### src/rtl/mem_ctrl_pkg.sv
// Shared definitions for the memory controller: FSM encoding, access-size
// codes, the default start of I/O space and a size-to-byte-count helper.
package mem_ctrl_pkg;

  // Controller states: waiting, reading bytes, writing bytes, handshake
  typedef enum logic [1:0] {
    ST_IDLE = 2'd0,
    ST_RD   = 2'd1,
    ST_WR   = 2'd2,
    ST_DONE = 2'd3
  } mem_state_t;

  // Load/store access size encodings (3 is reserved and behaves as a word)
  localparam logic [1:0] SZ_BYTE = 2'd0;
  localparam logic [1:0] SZ_HALF = 2'd1;
  localparam logic [1:0] SZ_WORD = 2'd2;

  // Addresses at or above this value are memory-mapped I/O
  localparam logic [31:0] IO_BASE_DEFAULT = 32'h0003_0000;

  // Instruction fetches are always a full word
  localparam logic [2:0] FETCH_LEN = 3'd4;

  // Number of bytes moved for a given load/store size code
  function automatic logic [2:0] size_to_len(input logic [1:0] size);
    logic [2:0] len;
    case (size)
      SZ_BYTE: len = 3'd1;
      SZ_HALF: len = 3'd2;
      default: len = 3'd4;
    endcase
    return len;
  endfunction

endpackage

### src/rtl/mem_ctrl.sv
// Byte-wide RAM port controller shared by instruction fetch and load/store.
// One transaction at a time; multi-byte accesses are serialised one byte per
// cycle, little-endian. RAM read data arrives one cycle after its address.
module mem_ctrl
  import mem_ctrl_pkg::*;
#(
  parameter logic [31:0] IO_BASE = IO_BASE_DEFAULT
) (
  input  logic        clk_in,
  input  logic        rst_in,
  input  logic        rdy_in,
  input  logic        _clear,
  input  logic        io_buffer_full,
  input  logic        _if_req,
  input  logic [31:0] _if_addr,
  output logic        _if_ready,
  output logic [31:0] _if_data,
  input  logic        _ls_req,
  input  logic        _ls_we,
  input  logic [31:0] _ls_addr,
  input  logic [1:0]  _ls_size,
  input  logic [31:0] _ls_wdata,
  output logic        _ls_ready,
  output logic [31:0] _ls_rdata,
  input  logic [7:0]  mem_din,
  output logic [7:0]  mem_dout,
  output logic [31:0] mem_a,
  output logic        mem_wr
);

  // Transaction state
  mem_state_t  state_reg;
  logic [2:0]  cnt_reg;       // RD: address-phase index; WR: byte on the bus
  logic [2:0]  len_reg;       // bytes in the current transaction
  logic [31:0] addr_reg;
  logic [31:0] wdata_reg;
  logic        is_ls_reg;     // current transaction belongs to load/store
  logic        prio_ls_reg;   // 1: load/store wins the next tie
  logic        wr_en_reg;     // byte on the bus is to be written this cycle

  // Registered outputs
  logic [31:0] mem_a_reg;
  logic [7:0]  mem_dout_reg;
  logic        if_ready_reg;
  logic        ls_ready_reg;
  logic [31:0] if_data_reg;
  logic [31:0] ls_rdata_reg;

  // Shadow of the RAM read pipeline: which byte index mem_din carries now
  logic        din_vld_reg;
  logic [1:0]  din_idx_reg;
  logic [31:0] rbuf_reg;

  // Request arbitration: the requester not served last wins a tie
  logic        req_any;
  logic        grant_ls;
  logic [31:0] req_addr;
  logic [2:0]  req_len;
  logic        req_write;
  logic        first_io_hold;

  assign req_any       = _if_req | _ls_req;
  assign grant_ls      = _ls_req & (~_if_req | prio_ls_reg);
  assign req_addr      = grant_ls ? _ls_addr : _if_addr;
  assign req_len       = grant_ls ? size_to_len(_ls_size) : FETCH_LEN;
  assign req_write     = grant_ls & _ls_we;
  assign first_io_hold = (req_addr >= IO_BASE) & io_buffer_full;

  // Next byte of the running transaction (address wraps modulo 2^32)
  logic [2:0]  cnt_inc;
  logic [31:0] next_addr;
  logic [7:0]  next_wbyte;
  logic        next_io_hold;

  assign cnt_inc      = cnt_reg + 3'd1;
  assign next_addr    = addr_reg + {29'd0, cnt_inc};
  assign next_wbyte   = wdata_reg[{cnt_inc[1:0], 3'b000} +: 8];
  assign next_io_hold = (next_addr >= IO_BASE) & io_buffer_full;

  // Byte-lane assembly: drop the returning RAM byte into its lane, and
  // zero the lanes beyond the access length for the result
  logic [31:0] rbuf_next;
  logic [31:0] rdata_masked;

  genvar gi;
  generate
    for (gi = 0; gi < 4; gi++) begin : g_lane
      localparam logic [1:0] LANE_IDX = gi;
      localparam logic [2:0] LANE_NUM = gi;
      assign rbuf_next[8*gi +: 8] = (din_vld_reg && (din_idx_reg == LANE_IDX))
                                    ? mem_din : rbuf_reg[8*gi +: 8];
      assign rdata_masked[8*gi +: 8] = (len_reg > LANE_NUM)
                                       ? rbuf_next[8*gi +: 8] : 8'h00;
    end
  endgenerate

  // Track the RAM's one-cycle read latency; this follows the RAM even during
  // a CPU stall so that a byte returned in a frozen cycle is not lost
  always_ff @(posedge clk_in or negedge rst_in) begin
    if (!rst_in) begin
      din_vld_reg <= 1'b0;
      din_idx_reg <= 2'd0;
      rbuf_reg    <= 32'd0;
    end else begin
      din_vld_reg <= (state_reg == ST_RD) && (cnt_reg < len_reg);
      din_idx_reg <= cnt_reg[1:0];
      if (state_reg == ST_RD) begin
        rbuf_reg <= rbuf_next;
      end
    end
  end

  // Main controller FSM with registered RAM-side and CPU-side outputs
  always_ff @(posedge clk_in or negedge rst_in) begin
    if (!rst_in) begin
      state_reg    <= ST_IDLE;
      cnt_reg      <= 3'd0;
      len_reg      <= 3'd0;
      addr_reg     <= 32'd0;
      wdata_reg    <= 32'd0;
      is_ls_reg    <= 1'b0;
      prio_ls_reg  <= 1'b0;
      wr_en_reg    <= 1'b0;
      mem_a_reg    <= 32'd0;
      mem_dout_reg <= 8'd0;
      if_ready_reg <= 1'b0;
      ls_ready_reg <= 1'b0;
      if_data_reg  <= 32'd0;
      ls_rdata_reg <= 32'd0;
    end else if (rdy_in) begin
      case (state_reg)
        ST_IDLE: begin
          if (!_clear && req_any) begin
            addr_reg    <= req_addr;
            len_reg     <= req_len;
            wdata_reg   <= _ls_wdata;
            is_ls_reg   <= grant_ls;
            prio_ls_reg <= ~grant_ls;
            cnt_reg     <= 3'd0;
            mem_a_reg   <= req_addr;
            if (req_write) begin
              state_reg    <= ST_WR;
              mem_dout_reg <= _ls_wdata[7:0];
              wr_en_reg    <= ~first_io_hold;
            end else begin
              state_reg <= ST_RD;
              wr_en_reg <= 1'b0;
            end
          end
        end

        ST_RD: begin
          if (_clear) begin
            // Speculative read is squashed: no handshake, outputs untouched
            state_reg <= ST_IDLE;
          end else if (cnt_reg == len_reg) begin
            state_reg <= ST_DONE;
            if (is_ls_reg) begin
              ls_rdata_reg <= rdata_masked;
              ls_ready_reg <= 1'b1;
            end else begin
              if_data_reg  <= rdata_masked;
              if_ready_reg <= 1'b1;
            end
          end else begin
            cnt_reg <= cnt_inc;
            // After the last address, hold it while the final byte returns
            if (cnt_inc < len_reg) begin
              mem_a_reg <= next_addr;
            end
          end
        end

        ST_WR: begin
          // Stores are architecturally committed, so a flush does not stop them
          if (wr_en_reg) begin
            if (cnt_reg == len_reg - 3'd1) begin
              state_reg    <= ST_DONE;
              wr_en_reg    <= 1'b0;
              ls_ready_reg <= 1'b1;
            end else begin
              cnt_reg      <= cnt_inc;
              mem_a_reg    <= next_addr;
              mem_dout_reg <= next_wbyte;
              wr_en_reg    <= ~next_io_hold;
            end
          end else if (!io_buffer_full) begin
            // UART has room again: release the held byte
            wr_en_reg <= 1'b1;
          end
        end

        ST_DONE: begin
          state_reg    <= ST_IDLE;
          cnt_reg      <= 3'd0;
          if_ready_reg <= 1'b0;
          ls_ready_reg <= 1'b0;
        end

        default: begin
          state_reg <= ST_IDLE;
        end
      endcase
    end
  end

  // A stalled CPU cycle must never write, even with a byte staged
  assign mem_wr    = wr_en_reg & rdy_in;
  assign mem_a     = mem_a_reg;
  assign mem_dout  = mem_dout_reg;
  assign _if_ready = if_ready_reg;
  assign _if_data  = if_data_reg;
  assign _ls_ready = ls_ready_reg;
  assign _ls_rdata = ls_rdata_reg;

endmodule
### config.mk
export PLATFORM = sky130hd
export DESIGN_NAME = mem_ctrl
export DESIGN_NICKNAME = d
export VERILOG_FILES = /design/src/rtl/mem_ctrl_pkg.sv /design/src/rtl/mem_ctrl.sv
export SDC_FILE = /design/constraint.sdc
export NUM_CORES = 1
export LEC_CHECK = 0
export BUFFER_PORTS_ARGS = -buffer_cell sky130_fd_sc_hd__buf_2
export CORE_AREA = 8 8 157 174
export DETAILED_ROUTE_END_ITERATION = 10
export DIE_AREA = 0 0 165 182
export GPL_ROUTABILITY_DRIVEN = 0
export PLACE_DENSITY = 0.69
export SETUP_SLACK_MARGIN = 0.5
export SYNTH_ARGS = -nofsm -noshare
export SYNTH_HDL_FRONTEND = slang
export SYNTH_SLANG_ARGS = --single-unit
### constraint.sdc
create_clock -name clk_in -period 2.75 [get_ports clk_in]
set_input_delay 0.275 -clock clk_in [delete_from_list [all_inputs] [get_ports clk_in]]
set_output_delay 0.275 -clock clk_in [all_outputs]
set_load 0.05 [all_outputs]
==> impl_metrics.ini, run 1 <==
[critical_path]
cp-start-kind = flip-flop
rr_startpoint = cnt_reg[0]
slowest_delay_ns = 0.42
crit_top_cell = ha_4
cp-end-kind = flip-flop
cp_num_buf_inv = 0
reg2reg_slack_ns = 0.15
crit_arrival_ns = 3.01
cpMaxStageDelayCell = dfrtp_1
cp.required_ns = 3.16
reg2reg_depth = 10
crit_fanout = 5
timing.rr.end = wr_en_reg
setup.worst_path.class = reg -> reg
path_delay_family = simple AND/OR/NAND/NOR gates
crit_path_cell_trace = ha_4 > xor2_4 > ha_4 > nand3_2 > a21o_4 > or3_4 > nor4_4 > xor2_1 > nor4_1 > a31o_1

[floorplanning]
initial_core_util_pct = 44.4
coreArea_mm2 = 0.0242
ios = 221
die-area_mm2 = 0.0300
rows = 60
dieHeight_um = 182
die_x_um = 165

[global_route]
antenna_found_initial = 5
grtUsageTotal_pct = 19.6
grt_max_degree = 82
first_global_vias = 9058
grt_pass1_wl_um = 47900
gr-total-overflow = 0

[layout]
nets = 1486
fillers = 1967
ff_latch_area_mm2 = 0.00541
drive_above_1_share_pct = 39.4
syn_to_final_growth_pct = 35.7
multi_input_comb_area_mm2 = 0.00566
fin_util_pct = 60.2

[min_path]
hold-path-cell-count = 3
min_from = _ls_wdata[5]
hold_path_class = in -> reg
min_to = wdata_reg[5]

[route]
drt-pass1-iter-count = 4
vias = 9008
detail-route-antenna-nets = 0
drt-initial-drc-count = 587
drc = 0
via_per_inst = 5.36
wl_per_cell_um = 18.9
wirelength_um = 31800

[run_status]
outcome = finished, final reports clean

[synth]
synth_common_cells = 264 x nand2_1, 216 x dfrtp_1, 108 x mux2_2, 62 x o21ai_0, 52 x a21oi_1
synth-edff-count = 0
post_synth_num_cell_types = 60
synthTopCellsByArea = dfrtp_1 50%, mux2_2 11%, nand2_1 9.2%
synth_area_mm2 = 0.0108
synthFlopType = dfrtp_1
yosysWarnings = 0
synth_area_leader_cell = dfrtp_1
ys_ff_latch = 216
netlist.area_leader.share_pct = 50.2
seq_area_frac_synth_pct = 50.2
avgSynthCellArea_um2 = 10.2
async_reset_ff_share_pct = 100
syn_inst = 1054
syn-num-nets = 1189
yosysMostFrequentCell = nand2_1

[timing]
rsz0062_at_grt = yes
setup_ws_ns = 0.151
fin_worst_skew_ns = 0.0211
finalCritPeriodShare_pct = 94.5
setup_tns_ns = 0
slew_headroom_pct = 51.5
setup_violations = 0
fmax_mhz = 385
post-route-min-period_ns = 2.60
finalMaxSlewViolations = 0
worstMarginPinSlew_ns = 0.722
finalHoldViolations = 0

[clock_tree]
cts.reportedPaths.clkPinSlew_ns = 0.07
h-tree-depth = 1
cts_buffers = 24
cts.sinks = 216
cts.path.max_buffers = 3
clock_latency_ns = 0.52
cts_root_buffer = clkbuf_16
cts_tree = yes

[pwr]
peakVddDrop_uv = 770
power.density_mw_per_mm2 = 1210
p_leak_nw = 7.27
finalPower_mw = 17.7

[placed_design]
port_buffers = 220
hpwl_um = 21100
place_ws_ns = 0.0435

[flow_run]
drv_cap = 0
routing by layer:
metal,part of all wire [%],vias up,GRT usage (%)
met5,0.035,-,0
met4,3.2,2,6.53
met3,6.4,74,3.26
li1,-,4211,-
met1,41,4392,25.5
met2,49,329,32.4
power breakdown:
group          leakage (nW)  switching [mW]  internal (mW)
clock                 0.426            1.29           2.09
sequential             2.74            1.06           4.52
combinational          4.10            5.40           3.31
total                  7.27            7.74           9.93
placed cells by master (no fill, tap or decap), drive strengths merged, types with 3 or more instances in the layout:
cell         count
dfrtp          216
nor2b            5
mux2           108
nor3             7
nor2            49
clkbuf          36
dlygate4sd3     33
mux4             8
diode            4
nor3b            5
mux2i           43
nand3           17
nor4             8
and2             3
o21ai           77
a21oi           52
and4             3
or3              4
nand4            9
and3             9
a21o             4
inv             19
buf            285
a22o             3
nand2b           7
bufinv           3
o21a             4
xnor2           14
nand2          265
ha              20
clkinv           7
or2              4
xor2            17
cell type report:
type                    instances  share of cell area, %
well taps                     310                   2.66
clock inverters                12                  0.969
repair buffers                323                   15.1
clock buffers                  31                   4.85
multi-input cells             768                   38.8
diodes                          4                 0.0686
flip-flops and latches        216                   37.1
inverters                      18                  0.514
worst reg2reg max path: cells and delay by family, from the launching register on:
| kind | cells | cell delay [ns] |
|---|---|---|
| AND/OR/NAND/NOR | 4 | 0.72 |
| adder cells (fa/ha/maj) | 2 | 0.50 |
| AO/OA/AOI/OAI | 2 | 0.44 |
| flip-flops | 1 | 0.42 |
| XOR/XNOR | 2 | 0.41 |
worst max-delay path by stage:
stage               startpoint  depth (start not counted)  slack (ns)         to
global placement    cnt_reg[1]                         10        0.11  wr_en_reg
CTS                 cnt_reg[0]                         10        0.16  wr_en_reg
global route        cnt_reg[0]                         11       0.006  mem_a[29]
finish              cnt_reg[0]                         10        0.15  wr_en_reg
floorplan           cnt_reg[1]                         11        0.16  wr_en_reg
detailed placement  cnt_reg[1]                         10        0.04  wr_en_reg
cell families after synthesis:
kind of cell	Yosys count	share of synthesized area, %
xor gates and xnor gates	32	2.74
AOI/OAI and AO/OA	159	8.32
buffers and inverters	71	2.74
and+or+nand+nor	396	16.5
muxes	159	17.0
DFF	216	50.2
adders and majority gates	21	2.51
metrics by stage:
stage | hold WS (ns) | area, um2 | std cells
after global routing | 0.0201 | 14600 | 1682
after floorplan | -0.0206 | 10900 | 1054
after CTS | 0.00306 | 13900 | 1659
final | 0.0191 | 14600 | 1682
after global placement | 0.302 | 12400 | 1565
after detailed placement | 0.305 | 12400 | 1565
repair_timing:
| action | CTS | global route |
|---|---|---|
| pin swaps | 27 | 23 |
| hold buffers | 33 | 0 |
| endpoints found under the setup margin | 33 | 77 |
| gates cloned | 0 | 10 |
| buffers inserted | 18 | 9 |
| gates resized for setup | 46 | 102 |
| hold endpoints to repair | 107 | 0 |
Note: power is estimated with default switching activity, not from simulation.
==> inputs of run 2 (changes only) <==
--- a/config.mk
+++ b/config.mk
@@ -7,6 +7,7 @@
 export LEC_CHECK = 0
 export BUFFER_PORTS_ARGS = -buffer_cell sky130_fd_sc_hd__buf_2
 export CORE_AREA = 8 8 157 174
+export CTS_BUF_LIST = sky130_fd_sc_hd__clkbuf_2
 export DETAILED_ROUTE_END_ITERATION = 10
 export DIE_AREA = 0 0 165 182
 export GPL_ROUTABILITY_DRIVEN = 0
==> run 2 against run 1 <==
Register-to-register slack about the same. Global-route usage increased by 2.1 points. Critical path depth unchanged. Setup slack got worse by 0.0061 ns. Largest power group unchanged.
==> impl_metrics.ini, run 2 (synthesis gave the netlist of run 1 again) <==
[route]
via_per_inst = 5.38
detail-route-antenna-nets = 0
drt-pass1-iter-count = 5
vias = 9911
drc = 0
drt-initial-drc-count = 664
wl_per_cell_um = 19.5
wirelength_um = 36000

[critical_path]
setup.worst_path.class = reg -> reg
slowest_delay_ns = 0.44
cp-end-kind = flip-flop
crit_fanout = 5
cpMaxStageDelayCell = dfrtp_1
cp-start-kind = flip-flop
crit_arrival_ns = 3.40
cp.required_ns = 3.54
crit_top_cell = ha_4
crit_path_cell_trace = ha_4 > xor2_4 > ha_4 > nand3_2 > a21o_4 > nor3_1 > xnor2_1 > a2bb2o_2 > nor4_2 > a31o_1
rr_startpoint = cnt_reg[0]
crit_start = cnt_reg[0]

[placed_design]
place_ws_ns = 0.0435
port_buffers = 220
placed_area_mm2 = 0.0124
hpwl_um = 21100

[layout]
drive_above_1_share_pct = 41.2
syn_to_final_growth_pct = 43.9
layout_common_cells = 249 x nand2_1, 218 x buf_2, 214 x dfrtp_1
finalInstanceArea_mm2 = 0.0155
nets = 1620
mostFrequentLayoutCell = nand2_1

[pwr]
peakVddDrop_uv = 792
power.density_mw_per_mm2 = 1120
p_seq_share_pct = 32.2
p_int_mw = 9.19
power.share.clock_pct = 13.6
p_sw_share_pct = 47.0
p_sw_mw = 8.17
combPwrFrac_pct = 54.2
p_leak_nw = 7.75
finalPower_mw = 17.4

[timing]
slew_headroom_pct = 50.5
finalCritPeriodShare_pct = 94.7
rsz0062_at_grt = yes
post-route-min-period_ns = 2.61
finalMaxSlewViolations = 0
setup_ws_ns = 0.145
finalHoldViolations = 0
fin_worst_skew_ns = 0.103
setup_tns_ns = 0
fmax_mhz = 384
worstMarginPinSlew_ns = 0.737
setup_violations = 0

[global_route]
antenna_found_initial = 4
grtUsageTotal_pct = 21.7
first_global_vias = 9955
grt_pass1_wl_um = 52300
gr-total-overflow = 0
grt_max_degree = 62

[clock_tree]
clock_latency_ns = 0.86
cts_root_buffer = clkbuf_2
cts_tree = yes
cts.reportedPaths.clkPinSlew_ns = 0.12
cts.sinks = 216
cts_buffers = 54
cts.path.max_buffers = 3
h-tree-depth = 2

[flow_run]
drv_cap = 0

[floorplanning]
dieHeight_um = 182
die-area_mm2 = 0.0300
ios = 221
rows = 60
die_x_um = 165
coreArea_mm2 = 0.0242
initial_core_util_pct = 44.4

[run_status]
outcome = finished, final reports clean

[min_path]
min_from = _ls_addr[7]
hold_path_class = in -> reg
[run 2: layer usage]
| layer | global-route usage (%) | wire length (um) |
|---|---|---|
| met1 | 26.5 | 14000 |
| met2 | 35.4 | 17800 |
| met3 | 4.59 | 2530 |
| met4 | 11.3 | 1610 |
| met5 | 0 | 10 |
[run 2: path summary, 6_finish.rpt]
check	endpoint	slack, ns	depth (start not counted)
worst max-delay path	wr_en_reg	0.14	10
worst min-delay path	addr_reg[7]	0.04	4
worst max register to register	wr_en_reg	0.14	10
worst min register to register	wdata_reg[29]	0.48	2
max in group asynchronous	addr_reg[29]	1.46	4
min in group asynchronous	prio_ls_reg	0.50	3
[run 2: repair_timing]
item	4_1_cts	5_1_grt
gates resized for setup	51	140
endpoints found under the setup margin	47	95
hold buffers	113	1
endpoints found under the hold margin	374	1
pin swaps	25	39
setup buffers	25	22
gates cloned	2	11
[run 2: through the flow]
step / utilization [%] / hold WS (ns) / cells
global route: 63.9 / 0.0130 / 1843
floorplan: - / -0.0206 / 1054
CTS: 60.1 / 0.000758 / 1806
global placement: 51.3 / 0.302 / 1565
finish: 63.9 / 0.0432 / 1843
detailed placement: 51.3 / 0.305 / 1565
[run 2: power by group through the flow]
| stage | sequential (mW) | combinational, mW | clock, mW |
|---|---|---|---|
| floorplan | 7.27 | 3.75 | 0 |
| global placement | 5.50 | 7.41 | 0 |
| detailed placement | 5.55 | 7.54 | 0 |
| CTS | 5.50 | 8.12 | 2.39 |
| global route | 5.76 | 10.1 | 2.57 |
| finish | 5.60 | 9.41 | 2.35 |
[run 2: worst max-delay path: cells and delay by family (launching register included)]
kind	cells	cell delay, ns
xor gates and xnor gates	2	0.38
and+or+nand+nor	3	0.48
adders and majority gates	2	0.49
AOI/OAI and AO/OA	3	0.75
DFF	1	0.44
[run 2: layout make-up]
cell class	instances	area (um2)
Inverter	18	72.6
Timing Repair Buffer	427	3330
Clock buffer	81	405
Tap cell	310	388
Clock inverter	20	131
Multi-Input combinational cell	768	5750
Antenna cell	3	7.51
Fill cell	1821	8760
Sequential cell	216	5410
